`src/rtl/lsu_pkg.sv`:
```
// Shared definitions for the load/store unit: funct3 encodings, fault codes, FSM states
// and the access legality helpers.
package lsu_pkg;

    localparam logic [2:0] F3_B  = 3'b000;
    localparam logic [2:0] F3_H  = 3'b001;
    localparam logic [2:0] F3_W  = 3'b010;
    localparam logic [2:0] F3_BU = 3'b100;
    localparam logic [2:0] F3_HU = 3'b101;

    typedef enum logic [1:0] {
        FAULT_NONE     = 2'b00,
        FAULT_MISALIGN = 2'b01,
        FAULT_ILLEGAL  = 2'b10,
        FAULT_TIMEOUT  = 2'b11
    } fault_e;

    typedef enum logic [1:0] {
        ST_IDLE = 2'b00,
        ST_REQ  = 2'b01,
        ST_RESP = 2'b10
    } state_e;

    function automatic logic is_illegal(input logic load, input logic store,
                                        input logic [2:0] f3);
        logic ld_ok;
        logic st_ok;
        ld_ok = (f3 == F3_B) || (f3 == F3_H) || (f3 == F3_W) ||
                (f3 == F3_BU) || (f3 == F3_HU);
        st_ok = (f3 == F3_B) || (f3 == F3_H) || (f3 == F3_W);
        return (load && store) || (load && !ld_ok) || (store && !st_ok);
    endfunction

    // f3[1:0] encodes the access size for every legal funct3 (00 byte, 01 half, 10 word).
    function automatic logic is_misaligned(input logic [2:0] f3, input logic [1:0] off);
        return ((f3[1:0] == 2'b01) && off[0]) ||
               ((f3[1:0] == 2'b10) && (off != 2'b00));
    endfunction

endpackage

```
`src/rtl/lsu_if.sv`:
```
// Bundle of the core-side request/response signals and the data-memory port of the lsu.
interface lsu_if;

    logic        start;
    logic        load;
    logic        store;
    logic [2:0]  funct3;
    logic [31:0] addr;
    logic [31:0] wdata;
    logic        busy;
    logic        done;
    logic [31:0] rdata_out;
    logic [1:0]  fault;
    logic        mem_req;
    logic        mem_we;
    logic [31:0] mem_addr;
    logic [3:0]  mem_wstrb;
    logic [31:0] mem_wdata;
    logic        mem_ack;
    logic [31:0] mem_rdata;

    modport slave (
        input  start, load, store, funct3, addr, wdata, mem_ack, mem_rdata,
        output busy, done, rdata_out, fault,
        output mem_req, mem_we, mem_addr, mem_wstrb, mem_wdata
    );

    modport master (
        output start, load, store, funct3, addr, wdata, mem_ack, mem_rdata,
        input  busy, done, rdata_out, fault,
        input  mem_req, mem_we, mem_addr, mem_wstrb, mem_wdata
    );

endinterface

```
`src/rtl/lsu_align.sv`:
```
// Combinational byte-lane logic: store data replication / strobe generation and
// load lane extraction with sign or zero extension.
module lsu_align
    import lsu_pkg::*;
(
    input  logic [2:0]  st_funct3_i,
    input  logic [1:0]  st_off_i,
    input  logic [31:0] st_wdata_i,
    output logic [3:0]  st_wstrb_o,
    output logic [31:0] st_wdata_o,
    input  logic [2:0]  ld_funct3_i,
    input  logic [1:0]  ld_off_i,
    input  logic [31:0] ld_rdata_i,
    output logic [31:0] ld_data_o
);

    logic [7:0]  ld_byte;
    logic [15:0] ld_half;

    always_comb begin
        st_wstrb_o = 4'b0000;
        st_wdata_o = st_wdata_i;
        case (st_funct3_i)
            F3_B: begin
                st_wstrb_o = 4'b0001 << st_off_i;
                st_wdata_o = {4{st_wdata_i[7:0]}};
            end
            F3_H: begin
                st_wstrb_o = st_off_i[1] ? 4'b1100 : 4'b0011;
                st_wdata_o = {2{st_wdata_i[15:0]}};
            end
            F3_W:    st_wstrb_o = 4'b1111;
            default: st_wstrb_o = 4'b0000;
        endcase
    end

    always_comb begin
        case (ld_off_i)
            2'd0:    ld_byte = ld_rdata_i[7:0];
            2'd1:    ld_byte = ld_rdata_i[15:8];
            2'd2:    ld_byte = ld_rdata_i[23:16];
            default: ld_byte = ld_rdata_i[31:24];
        endcase
        ld_half = ld_off_i[1] ? ld_rdata_i[31:16] : ld_rdata_i[15:0];
    end

    always_comb begin
        ld_data_o = '0;
        case (ld_funct3_i)
            F3_B:    ld_data_o = {{24{ld_byte[7]}}, ld_byte};
            F3_BU:   ld_data_o = {24'h0, ld_byte};
            F3_H:    ld_data_o = {{16{ld_half[15]}}, ld_half};
            F3_HU:   ld_data_o = {16'h0, ld_half};
            F3_W:    ld_data_o = ld_rdata_i;
            default: ld_data_o = '0;
        endcase
    end

endmodule

```
`src/rtl/lsu.sv`:
```
// Load/store unit: one word-granular req/ack memory access per start, registered outputs.
// Optional macro LSU_TIMEOUT_EN adds an abort after TIMEOUT_CYCLES cycles in REQ.
//
// state | meaning
// IDLE  | waiting for start; faults detected here skip straight to RESP
// REQ   | mem_req held with stable address/strobes/data until mem_ack
// RESP  | done pulse visible for one cycle, then back to IDLE
module lsu
    import lsu_pkg::*;
#(
    parameter int unsigned TIMEOUT_CYCLES = 256
) (
    input logic  clk,
    input logic  rst,
    lsu_if.slave bus
);

    state_e      state_q, state_d;
    logic        busy_q, busy_d;
    logic        done_q, done_d;
    logic [31:0] rdata_q, rdata_d;
    fault_e      fault_q, fault_d;
    logic        mem_req_q, mem_req_d;
    logic        mem_we_q, mem_we_d;
    logic [31:0] mem_addr_q, mem_addr_d;
    logic [3:0]  mem_wstrb_q, mem_wstrb_d;
    logic [31:0] mem_wdata_q, mem_wdata_d;
    logic [2:0]  ld_f3_q, ld_f3_d;
    logic [1:0]  ld_off_q, ld_off_d;

    logic [3:0]  st_wstrb;
    logic [31:0] st_wdata;
    logic [31:0] ld_data;

`ifdef LSU_TIMEOUT_EN
    localparam int unsigned TmoW = (TIMEOUT_CYCLES > 1) ? $clog2(TIMEOUT_CYCLES) : 1;
    logic [TmoW-1:0] tmo_cnt_q, tmo_cnt_d;
`endif

    lsu_align u_align (
        .st_funct3_i (bus.funct3),
        .st_off_i    (bus.addr[1:0]),
        .st_wdata_i  (bus.wdata),
        .st_wstrb_o  (st_wstrb),
        .st_wdata_o  (st_wdata),
        .ld_funct3_i (ld_f3_q),
        .ld_off_i    (ld_off_q),
        .ld_rdata_i  (bus.mem_rdata),
        .ld_data_o   (ld_data)
    );

    always_comb begin
        state_d     = state_q;
        busy_d      = busy_q;
        done_d      = 1'b0;
        rdata_d     = rdata_q;
        fault_d     = fault_q;
        mem_req_d   = mem_req_q;
        mem_we_d    = mem_we_q;
        mem_addr_d  = mem_addr_q;
        mem_wstrb_d = mem_wstrb_q;
        mem_wdata_d = mem_wdata_q;
        ld_f3_d     = ld_f3_q;
        ld_off_d    = ld_off_q;
`ifdef LSU_TIMEOUT_EN
        tmo_cnt_d   = tmo_cnt_q;
`endif
        case (state_q)
            ST_IDLE: begin
                if (bus.start && (bus.load || bus.store)) begin
                    rdata_d = '0;
                    if (is_illegal(bus.load, bus.store, bus.funct3)) begin
                        state_d = ST_RESP;
                        fault_d = FAULT_ILLEGAL;
                        done_d  = 1'b1;
                    end else if (is_misaligned(bus.funct3, bus.addr[1:0])) begin
                        state_d = ST_RESP;
                        fault_d = FAULT_MISALIGN;
                        done_d  = 1'b1;
                    end else begin
                        state_d     = ST_REQ;
                        fault_d     = FAULT_NONE;
                        busy_d      = 1'b1;
                        mem_req_d   = 1'b1;
                        mem_we_d    = bus.store;
                        mem_addr_d  = {bus.addr[31:2], 2'b00};
                        mem_wstrb_d = bus.store ? st_wstrb : 4'b0000;
                        mem_wdata_d = bus.store ? st_wdata : 32'h0;
                        ld_f3_d     = bus.funct3;
                        ld_off_d    = bus.addr[1:0];
`ifdef LSU_TIMEOUT_EN
                        tmo_cnt_d   = TmoW'(TIMEOUT_CYCLES - 1);
`endif
                    end
                end
            end
            ST_REQ: begin
                // An ack in the last counted cycle is checked first, so it beats the timeout.
                if (bus.mem_ack) begin
                    state_d   = ST_RESP;
                    busy_d    = 1'b0;
                    mem_req_d = 1'b0;
                    done_d    = 1'b1;
                    rdata_d   = mem_we_q ? 32'h0 : ld_data;
                end
`ifdef LSU_TIMEOUT_EN
                else if (tmo_cnt_q == '0) begin
                    state_d   = ST_RESP;
                    busy_d    = 1'b0;
                    mem_req_d = 1'b0;
                    done_d    = 1'b1;
                    rdata_d   = 32'h0;
                    fault_d   = FAULT_TIMEOUT;
                end else begin
                    tmo_cnt_d = tmo_cnt_q - 1'b1;
                end
`endif
            end
            ST_RESP: state_d = ST_IDLE;
            default: state_d = ST_IDLE;
        endcase
    end

    always_ff @(posedge clk) begin
        if (rst) begin
            state_q     <= ST_IDLE;
            busy_q      <= 1'b0;
            done_q      <= 1'b0;
            rdata_q     <= '0;
            fault_q     <= FAULT_NONE;
            mem_req_q   <= 1'b0;
            mem_we_q    <= 1'b0;
            mem_addr_q  <= '0;
            mem_wstrb_q <= '0;
            mem_wdata_q <= '0;
            ld_f3_q     <= '0;
            ld_off_q    <= '0;
`ifdef LSU_TIMEOUT_EN
            tmo_cnt_q   <= '0;
`endif
        end else begin
            state_q     <= state_d;
            busy_q      <= busy_d;
            done_q      <= done_d;
            rdata_q     <= rdata_d;
            fault_q     <= fault_d;
            mem_req_q   <= mem_req_d;
            mem_we_q    <= mem_we_d;
            mem_addr_q  <= mem_addr_d;
            mem_wstrb_q <= mem_wstrb_d;
            mem_wdata_q <= mem_wdata_d;
            ld_f3_q     <= ld_f3_d;
            ld_off_q    <= ld_off_d;
`ifdef LSU_TIMEOUT_EN
            tmo_cnt_q   <= tmo_cnt_d;
`endif
        end
    end

    assign bus.busy      = busy_q;
    assign bus.done      = done_q;
    assign bus.rdata_out = rdata_q;
    assign bus.fault     = fault_q;
    assign bus.mem_req   = mem_req_q;
    assign bus.mem_we    = mem_we_q;
    assign bus.mem_addr  = mem_addr_q;
    assign bus.mem_wstrb = mem_wstrb_q;
    assign bus.mem_wdata = mem_wdata_q;

endmodule

```
`src/flat_wrapper.sv`:
```
// flat-port wrapper written by rule: the top's interface ports become plain ports
module lsu_flat import lsu_pkg::*;
#(
    parameter int unsigned TIMEOUT_CYCLES = 256
)
  (clk, rst, bus_start, bus_load, bus_store, bus_funct3, bus_addr, bus_wdata, bus_mem_ack, bus_mem_rdata, bus_busy, bus_done, bus_rdata_out, bus_fault, bus_mem_req, bus_mem_we, bus_mem_addr, bus_mem_wstrb, bus_mem_wdata);
  lsu_if bus_i ();
  input logic clk;
  input logic rst;
  input wire logic [$bits(bus_i.start)-1:0] bus_start;
  input wire logic [$bits(bus_i.load)-1:0] bus_load;
  input wire logic [$bits(bus_i.store)-1:0] bus_store;
  input wire logic [$bits(bus_i.funct3)-1:0] bus_funct3;
  input wire logic [$bits(bus_i.addr)-1:0] bus_addr;
  input wire logic [$bits(bus_i.wdata)-1:0] bus_wdata;
  input wire logic [$bits(bus_i.mem_ack)-1:0] bus_mem_ack;
  input wire logic [$bits(bus_i.mem_rdata)-1:0] bus_mem_rdata;
  output wire logic [$bits(bus_i.busy)-1:0] bus_busy;
  output wire logic [$bits(bus_i.done)-1:0] bus_done;
  output wire logic [$bits(bus_i.rdata_out)-1:0] bus_rdata_out;
  output wire logic [$bits(bus_i.fault)-1:0] bus_fault;
  output wire logic [$bits(bus_i.mem_req)-1:0] bus_mem_req;
  output wire logic [$bits(bus_i.mem_we)-1:0] bus_mem_we;
  output wire logic [$bits(bus_i.mem_addr)-1:0] bus_mem_addr;
  output wire logic [$bits(bus_i.mem_wstrb)-1:0] bus_mem_wstrb;
  output wire logic [$bits(bus_i.mem_wdata)-1:0] bus_mem_wdata;
  assign bus_i.start = bus_start;
  assign bus_i.load = bus_load;
  assign bus_i.store = bus_store;
  assign bus_i.funct3 = bus_funct3;
  assign bus_i.addr = bus_addr;
  assign bus_i.wdata = bus_wdata;
  assign bus_i.mem_ack = bus_mem_ack;
  assign bus_i.mem_rdata = bus_mem_rdata;
  assign bus_busy = bus_i.busy;
  assign bus_done = bus_i.done;
  assign bus_rdata_out = bus_i.rdata_out;
  assign bus_fault = bus_i.fault;
  assign bus_mem_req = bus_i.mem_req;
  assign bus_mem_we = bus_i.mem_we;
  assign bus_mem_addr = bus_i.mem_addr;
  assign bus_mem_wstrb = bus_i.mem_wstrb;
  assign bus_mem_wdata = bus_i.mem_wdata;
  lsu #(.TIMEOUT_CYCLES(TIMEOUT_CYCLES)) u_core (.clk(clk), .rst(rst), .bus(bus_i));
endmodule
```
`config.mk`:
```
export PLATFORM = sky130hd
export DESIGN_NAME = lsu_flat
export DESIGN_NICKNAME = d
export VERILOG_FILES = /design/src/rtl/lsu_pkg.sv /design/src/rtl/lsu_if.sv /design/src/rtl/lsu_align.sv /design/src/rtl/lsu.sv /design/src/flat_wrapper.sv
export SDC_FILE = /design/constraint.sdc
export NUM_CORES = 1
export LEC_CHECK = 0
export CORE_MARGIN = 2
export CORE_UTILIZATION = 46
export CTS_BUF_LIST = sky130_fd_sc_hd__clkbuf_4 sky130_fd_sc_hd__clkbuf_8
export DETAILED_ROUTE_END_ITERATION = 8
export GPL_ROUTABILITY_DRIVEN = 1
export GPL_TIMING_DRIVEN = 0
export PLACE_DENSITY = 0.8
export SYNTH_ARGS = -nofsm -noshare
export SYNTH_HDL_FRONTEND = slang
export SYNTH_SLANG_ARGS = --single-unit
```
`constraint.sdc`:
```
create_clock -name clk -period 1.8 [get_ports clk]
set_input_delay 0.18 -clock clk [delete_from_list [all_inputs] [get_ports clk]]
set_output_delay 0.18 -clock clk [all_outputs]
set_load 0.02 [all_outputs]
```
---- Word level (Yosys, flattened, before mapping) ----
Cells that the tools add are included.
Widths: inputs -> output; s select.
word-level totals
  register bits ........................... 110
  input bits .............................. 105
  output and inout bits ................... 106
  word-level logic and storage cells ...... 87
cells by class
  equality and inequality tests ........... 17
  shifts and indexed selects .............. 1
  multiplexer cells ....................... 29
  bitwise operators ....................... 2
  reduce and logical (&&, ||, !) cells .... 27
operator list
  operator            number
  $pmux 32 s5         1
  $mux 32             4
  $pmux 32 s2         2
  $pmux 8 s3          1
  $mux 16             1
  $eq 3x3->1 const B  4
  $pmux 4 s3          1
  $mux 2              5
  $mux 1              9
  $logic_or 1x1->1    8
  $mux 4              2
  $eq 2x1->1 const B  3
  $eq 3x1->1 const B  2
  $eq 3x2->1 const B  2
  $logic_and 1x1->1   6
  $logic_not 3->1     2
  $ne 2x2->1 const B  3
  $reduce_and 5->1    1
  $eq 2x2->1 const B  2
  $logic_not 2->1     2
  $pmux 1 s2          2
  $pmux 2 s2          1
  $reduce_and 2->1    2
  $reduce_and 4->1    1
  6 further kinds     9

---- Longest topological paths before layout ----
Gate-level depths: netlist (run 1).
  depth after elaboration ................. 12
  gate-level depth with buffers ........... 8
  gate-level depth less buffers ........... 4

---- Cells and area by module ----
From an unflattened synthesis (run 1), not the netlist that was laid out.
second synthesis, totals
  cell total of the unflattened synthesis .. 723
  area, all modules ....................... 6,332.3 um^2
by module, submodules not included
  module     times used  cells an instance  area each (um^2)  seq. area each (um^2)
  lsu        1           524                4,797.1           2,202.1
  lsu_align  1           199                1,535.2           0.0

---- Worst setup path before layout (run 1) ----
OpenSTA, ideal clock, no wires.
  kind .................................... reg2reg
  from .................................... register u_core.ld_off_q[0]
  to ...................................... register u_core.rdata_q[4], in the netlist u_core.bus.rdata_out[4]
  library setup time ...................... 117 ps
  data arrival time ....................... 1,466 ps
  data required time ...................... 1,683 ps
  slack ................................... 217 ps
  cell stages (with the launch flop) ...... 6
  buffers on the path ..................... 1
  clock period less this slack ............ 1,583 ps
  path through ............................ dfxtp_1 -> buf_2 -> mux2_2 -> a222oi_1 -> nand3_1 -> a22o_1
on the way
  longest elaborated chain between the ends .. 6
  elaborated cells between the ends (all ways) .. 8
  classes of those cells .................. eq/ne (2); mux (5); reduce/logical (1)
RTL lines
  item                                RTL line         RTL
  start: declaration                  lsu.sv:29        logic [1:0] ld_off_q, ld_off_d;
  start signal: assignment            lsu.sv:153       ld_off_q <= ld_off_d;
  $eq 2x2->1 (tied with other cells)  lsu_align.sv:38  case (ld_off_i)
  $pmux 8 s3 (*)                      lsu_align.sv:38
  $pmux 32 s5 (*)                     lsu_align.sv:49  case (ld_funct3_i)
  $mux 32 (*)                         lsu.sv:104       rdata_d = mem_we_q ? 32'h0 : ld_data;
  $mux 32 (*)                         lsu.sv:99        if (bus.mem_ack) begin
  $pmux 32 s2 (*)                     lsu.sv:68        case (state_q)
  end signal: assignment              lsu.sv:145       rdata_q <= rdata_d;
  end: declaration                    lsu.sv:21        logic [31:0] rdata_q, rdata_d;
Every way passes the cells marked *; elsewhere a longest branch is shown, timed or not. The select of a mux whose other input is x is not followed.
A chain may end at the register's enable or synchronous reset.

---- Worst setup path in the final report (run 1) ----
  from .................................... register u_core.ld_f3_q[0]
  to ...................................... register u_core.rdata_q[25], in the netlist u_core.bus.rdata_out[25]
on the way
  longest elaborated chain between the ends .. 5
  elaborated cells between the ends (all ways) .. 9
  classes of those cells .................. eq/ne (4); mux (4); reduce/logical (1)
RTL lines
  item                                RTL line         RTL
  start: declaration                  lsu.sv:28        logic [2:0] ld_f3_q, ld_f3_d;
  start signal: assignment            lsu.sv:152       ld_f3_q <= ld_f3_d;
  $eq 3x2->1 (tied with other cells)  lsu_align.sv:49
  $pmux 32 s5 (*)                     lsu_align.sv:49
  $mux 32 (*)                         lsu.sv:104
  $mux 32 (*)                         lsu.sv:99
  $pmux 32 s2 (*)                     lsu.sv:68
Marked as above.

==> flow_summary.ini, run 1 <==
[run_status]
status = finished clean

[synth]
ys_seq_area_frac = 0.401
ys_warn_count = 0
async_flop_share = 0
synth_edf_count = 0
synth.distinct_cells = 51
post_synth.cell_area_avg_sq_um = 9.59
netlist_top_cells_count = dfxtp_1, mux2i_1, a21oi_1
ys_ff_latch = 110
ys.flop_type = dfxtp_1
synth.most_common_cell = dfxtp_1
syn_inst = 573
synth_area_sq_um = 5490
ys_top_cells_by_area = dfxtp_1, mux2i_1, o31ai_1
synth_top_cell_by_area = dfxtp_1
synth_top_area_frac = 0.401

[global_route]
grt_pass1_wl_mm = 27.7
grt_pass1_vias = 5488
grt_overflow = 0
grt_usage = 0.265
antenna_found_initial = 0
grt_max_degree = 18

[placed_design]
place_ws_ns = -0.389
dp.cells = 923
gp_congestion = 0.903
hpwlAfterDp_mm = 13.2
port_buffers = 206

[power]
p_int_uw = 3880
clkPwrFrac = 0.288
powerDensity_nw_per_um2 = 688
seq_power_share = 0.466
comb_power_share = 0.246
p_sw_uw = 1650
p_sw_frac = 0.299
ir_worst_vdd_v = 0.000378
leakagePower_uw = 0.00285

[layout]
nNetsFinal = 895
area_growth_pct = 46.2
diodes = 0
final_layout_size_suffix_gt1_frac = 0.150
fin_cells = 938
final_util = 0.697

[clocking]
cts-root-buf = clkbuf_8
clockBufferDepth = 2
cts_hold_buffers = 0
cts_sinks = 110
ctsHtreeMaxLevel = 3
cts_tree = done
path_clk_slew_ns = 0.11
clock_latency_ns = 0.38
cts_made_buffers = 9

[timing]
slew_viol_final = 0
period_needed_ns = 1.78
fin_setup_tns_ns = 0
hold_ws_ns = 0.288
report.final.hold_viol_count = 0
slew_headroom = 0.411
worst_clock_skew_ns = 0.0152
setup_viol_count_final = 0
tightestPinTransition_ns = 0.879
fin_crit_sh = 0.988
fin_ws_ns = 0.0208
fmax_ghz = 0.562
rsz0062_at_grt = yes

[worst_setup_path]
arrival_ns = 2.09
worst-r2r-setup-slack_ns = 0.02
critPathRequiredTime_ns = 2.11
cp-end-kind = flop
worstReg2RegEnd = u_core.bus.rdata_out[25]$_SDFFE_PP0P_
crit_fanout = 10
r2r_start = u_core.ld_f3_q[0]$_SDFFE_PP0P_
rr_worst_depth = 5
worst_setup_path_start_kind = flop
worstSetupPathType = reg2reg

[min_path]
whs_path_depth = 3
min_from = rst
hold_class = in2reg
holdPathEnd = u_core.bus.mem_wdata[22]$_SDFFE_PP0P_

[drt]
wl_mm = 17.8
drt_pass1_iterations = 5
vias_per_cell = 5.96
wl_per_cell_um = 18.9
drtAntennaViolNets = 0
num_vias = 5586
remaining_drc_errors = 0
drtIter0Drc = 380

[floorplanning]
num_rows = 39
start_util = 0.477
die_area_sq_um = 12800
pin_count = 211
core_area_sq_um = 11500
die_h_um = 113
die_w_um = 113

[job]
max_cap_viol_count = 0
worst max-delay path by stage:
| stage | startpoint | endpoint | slack, ns | depth (start not counted) |
|---|---|---|---|---|
| floorplan | u_core.ld_off_q[0]$_SDFFE_PP0P_ | u_core.bus.rdata_out[4]$_SDFFE_PP0P_ | 0.22 | 5 |
| global placement | bus_funct3[1] | u_core.bus.mem_wdata[18]$_SDFFE_PP0P_ | -0.40 | 7 |
| detailed placement | bus_funct3[1] | u_core.bus.mem_wdata[18]$_SDFFE_PP0P_ | -0.39 | 7 |
| CTS | u_core.ld_off_q[0]$_SDFFE_PP0P_ | u_core.bus.rdata_out[4]$_SDFFE_PP0P_ | 0.003 | 5 |
| global route | u_core.ld_f3_q[0]$_SDFFE_PP0P_ | u_core.bus.rdata_out[2]$_SDFFE_PP0P_ | -0.07 | 5 |
| finish | u_core.ld_f3_q[0]$_SDFFE_PP0P_ | u_core.bus.rdata_out[25]$_SDFFE_PP0P_ | 0.02 | 5 |
sequential cells by signal, summed over array words and instances (netlist names):
name / count
u_core.bus.mem_we: 1
u_core.bus.mem_wdata: 32
u_core.ld_f3_q: 3
u_core.bus.rdata_out: 32
u_core.bus.mem_wstrb: 4
u_core.ld_off_q: 2
u_core.bus.done: 1
u_core.state_q: 2
u_core.bus.mem_addr: 30
u_core.bus.busy: 1
u_core.bus.fault: 2
repair_timing:
item | CTS | global route
resized for setup | 2 | 31
pin swaps | 0 | 3
setup buffers | 0 | 0
endpoints found under the setup margin | 6 | 73
logic make-up after synthesis:
family	synth area share
AOI/OAI and AO/OA	0.252
other	0.000683
buffers and inverters	0.0658
DFF	0.401
and+or+nand+nor	0.168
muxes	0.113
critical path: stages, from the launching register on:
cell and delay [ns]:
dfxtp_1 0.35, buf_4 0.19, nor4_2 0.60, buf_2 0.33
a211oi_1 0.09, o2bb2ai_1 0.14
per-stage QoR:
step,total power (uW),instance area [sq um]
2_1_floorplan,3340,5500
3_3_place_gp,3920,7740
3_5_place_dp,3940,7740
4_1_cts,5500,7950
5_1_grt,5720,8030
6_report,5520,8030
metal layers:
layer | track usage | share of wire | up-vias
met2 | 0.438 | 0.48 | 234
met4 | 0.0967 | 0.018 | 0
met1 | 0.337 | 0.43 | 2706
li1 | - | - | 2619
met5 | 0 | 0 | -
met3 | 0.0659 | 0.078 | 27
power groups by stage:
stage	registers [uW]	logic (uW)	clock network, uW
after detailed placement	2620	1320	0
after global placement	2620	1290	0
after floorplan	2710	633	0
after CTS	2570	1330	1600
after global routing	2580	1450	1680
final	2570	1360	1590
placed cells by master (no fill, tap or decap), types with 2 or more instances in the layout:
cell type,instances
clkdlybuf4s50_1,205
dfxtp_1,108
mux2i_1,45
a21oi_1,41
nand4_1,35
nand2_1,34
o31ai_1,33
buf_2,30
nand2b_1,23
o2bb2ai_1,23
a211oi_1,16
mux2_2,15
a22o_1,15
nand3_1,15
o21ai_0,14
buf_4,10
clkbuf_1,10
o2bb2ai_2,10
clkbuf_8,10
nand3b_1,9
nor2_1,8
o211ai_1,8
clkbuf_4,6
a222oi_1,6
nor3_1,6
clkbuf_2,5
buf_6,4
nor3b_4,3
and3b_1,3
nor2b_1,3
nor3_2,3
o21a_1,2
o31ai_2,2
buf_1,2
conb_1,2
clkinvlp_4,2
dfxtp_2,2
cell type report:
type	count	area, sq um
Fill cell	911	3490
Multi-Input combinational cell	396	2990
Sequential cell	110	2200
Timing Repair Buffer	206	2060
Buffer	66	385
Tap cell	143	179
Clock buffer	12	153
Clock inverter	4	53.8
Inverter	1	3.75
Power figures use the tool's default switching activity.
==> run 2, diff against run 1 <==
==> constraint.sdc (replaced) <==
create_clock -name clk -period 1.7 [get_ports clk]
set_input_delay 0.17 -clock clk [delete_from_list [all_inputs] [get_ports clk]]
set_output_delay 0.17 -clock clk [all_outputs]
set_load 0.02 [all_outputs]
==> run 2 against run 1 <==
- setup slack got worse by 0.0028 ns
- largest cell class unchanged
- sequential cell count unchanged
- register-to-register slack about the same
- clock skew decreased by 0.0029 ns
- final cell count increased by 0.43%
- first-iteration DRC count increased by 13%
- wire length increased by 0.55%
==> flow_summary.ini, run 2 (synthesized netlist as in run 1, its figures left out) <==
[run_status]
status = finished clean

[power]
p_int_uw = 4140
seq_power_share = 0.463
p_sw_frac = 0.298
comb_power_share = 0.252
powerDensity_nw_per_um2 = 720
leakagePower_uw = 0.00294
ir_worst_vdd_v = 0.000403
p_sw_uw = 1760
clkPwrFrac = 0.285

[floorplanning]
num_rows = 39
die_h_um = 113
die_area_sq_um = 12800
core_area_sq_um = 11500
pin_count = 211
die_w_um = 113
start_util = 0.477

[worst_setup_path]
r2r_start = u_core.ld_off_q[0]$_SDFFE_PP0P_
crit_family = compound AO/OA/AOI/OAI gates
arrival_ns = 1.95
path_buf_inv = 1
worst_setup_path_start_kind = flop
crit_path_start = u_core.ld_off_q[0]$_SDFFE_PP0P_
cpMaxStageDelayCell = dfxtp_4
cp-end-kind = flop
critical-path-max-stage-delay_ns = 0.38
cp_cell_sequence = buf_8, mux2_2, a222oi_1, nand3_1, a22o_1
crit_fanout = 10
worstSetupPathType = reg2reg
critPathRequiredTime_ns = 1.97

[drt]
remaining_drc_errors = 0
drtAntennaViolNets = 0
wl_per_cell_um = 19.0
num_vias = 5578
wl_met2_mm = 8.53
met1Wirelength_mm = 7.47
drtIter0Drc = 430
wl_mm = 17.9
highest_layer = met4
drt_pass1_iterations = 5
vias_per_cell = 5.92
wl_met3_mm = 1.48

[timing]
slew_headroom = 0.383
slew_viol_final = 0
report.final.hold_viol_count = 0
period_needed_ns = 1.68
hold_ws_ns = 0.216
worst_clock_skew_ns = 0.0123
fin_crit_sh = 0.989
setup_viol_count_final = 0
fmax_ghz = 0.595
tightestPinTransition_ns = 0.920

[job]
max_cap_viol_count = 0

[global_route]
grt_max_degree = 18
grt_overflow = 0
grt_pass1_vias = 5510
grt_usage = 0.266
antenna_found_initial = 0
grt_pass1_wl_mm = 27.7

[layout]
final_common_cell = clkdlybuf4s50_1
diodes = 0
fin_cells = 942
nNetsFinal = 899
seqCellArea_sq_um = 2210
multi_input_area_sq_um = 3050
area_growth_pct = 49.0
final_layout_size_suffix_gt1_frac = 0.166
fillCellCount = 882
final_cell_mix = clkdlybuf4s50_1, dfxtp_1, mux2i_1

[placed_design]
gp_congestion = 0.903
dp.cells = 923
port_buffers = 206
hpwlAfterDp_mm = 13.2

[min_path]
min_from = bus_funct3[2]
hold_class = in2reg

[clocking]
cts_hold_buffers = 0
clock_latency_ns = 0.38
cts-root-buf = clkbuf_8
cts_tree = done
ctsHtreeMaxLevel = 3
path_clk_slew_ns = 0.10
cts_made_buffers = 9
clockBufferDepth = 2
cts_sinks = 110
-- run 2: cell types whose count changed in the layout (fill, tap and decap cells not counted), moves of 3 or more --
cell | before | now
clkbuf_4 | 6 | 10
buf_2 | 30 | 18
buf_6 | 4 | 7
buf_4 | 10 | 19
dlymetal6s2s_1 | 1 | 4
dfxtp_1 | 108 | 105
clkdlybuf4s50_1 | 205 | 202
-- run 2: area by class of cell --
class                      instances  area share
buffer                            64      0.0518
clock buffer                      12      0.0186
clock inverter                     4     0.00657
inverter                           1    0.000459
multi-input combinational        396       0.372
sequential                       110       0.270
tap                              143      0.0219
timing repair buffer             212       0.259
-- run 2: worst paths after layout --
kind	to	slack [ns]	depth (start not counted)
max	u_core.bus.rdata_out[4]$_SDFFE_PP0P_	0.02	5
min	u_core.ld_f3_q[2]$_SDFFE_PP0P_	0.22	3
max reg2reg	u_core.bus.rdata_out[4]$_SDFFE_PP0P_	0.02	5
min reg2reg	u_core.bus.rdata_out[29]$_SDFFE_PP0P_	0.47	1
-- run 2: power groups by stage --
stage                     registers, uW  clock network (uW)  logic [uW]
final                              2730                1680        1490
after floorplan                    2870                   0         670
after global placement             2780                   0        1370
after CTS                          2720                1700        1420
after global routing               2740                1780        1590
after detailed placement           2780                   0        1400
-- run 2: metrics by stage --
step / setup WS, ns / total power, uW / setup TNS [ns] / cell area [sq um] / utilization
5_1_grt: -0.0150 / 6100 / -0.0928 / 8190 / 0.711
3_5_place_dp: -0.479 / 4180 / -35.56 / 7740 / 0.672
6_report: 0.0180 / 5900 / 0 / 8190 / 0.711
3_3_place_gp: -0.489 / 4150 / -28.37 / 7740 / 0.672
2_1_floorplan: 0.117 / 3540 / 0 / 5500 / -
4_1_cts: -0.00602 / 5840 / -0.0105 / 8000 / 0.695
-- run 2: worst min-delay path, delay by kind of cell --
kind / cells / cell delay (ns)
buffers and inverters: 1 / 0.22
AND/OR/NAND/NOR: 1 / 0.11
AO/OA/AOI/OAI: 1 / 0.06
-- run 2: repair_timing --
action,4_1_cts,5_1_grt
pin swaps,2,5
resized for setup,16,53
gates cloned,0,0
endpoints found under the hold margin,0,0
setup endpoints to repair,66,86
buffers inserted,1,5
-- run 2: routing by layer --
metal,vias to the layer above,track usage
li1,2623,-
met1,2672,0.338
met2,250,0.438
met3,33,0.0653
met4,0,0.0967
met5,-,0
==> run 3, diff against run 2 <==
--- a/config.mk
+++ b/config.mk
@@ -8,6 +8,7 @@
 export CORE_MARGIN = 2
 export CORE_UTILIZATION = 46
 export CTS_BUF_LIST = sky130_fd_sc_hd__clkbuf_4 sky130_fd_sc_hd__clkbuf_8
+export CTS_CLUSTER_DIAMETER = 50
 export DETAILED_ROUTE_END_ITERATION = 8
 export GPL_ROUTABILITY_DRIVEN = 1
 export GPL_TIMING_DRIVEN = 0
==> results of run 3 <==
Same layout as run 2: the final DEF is identical, and so are final timing and power.
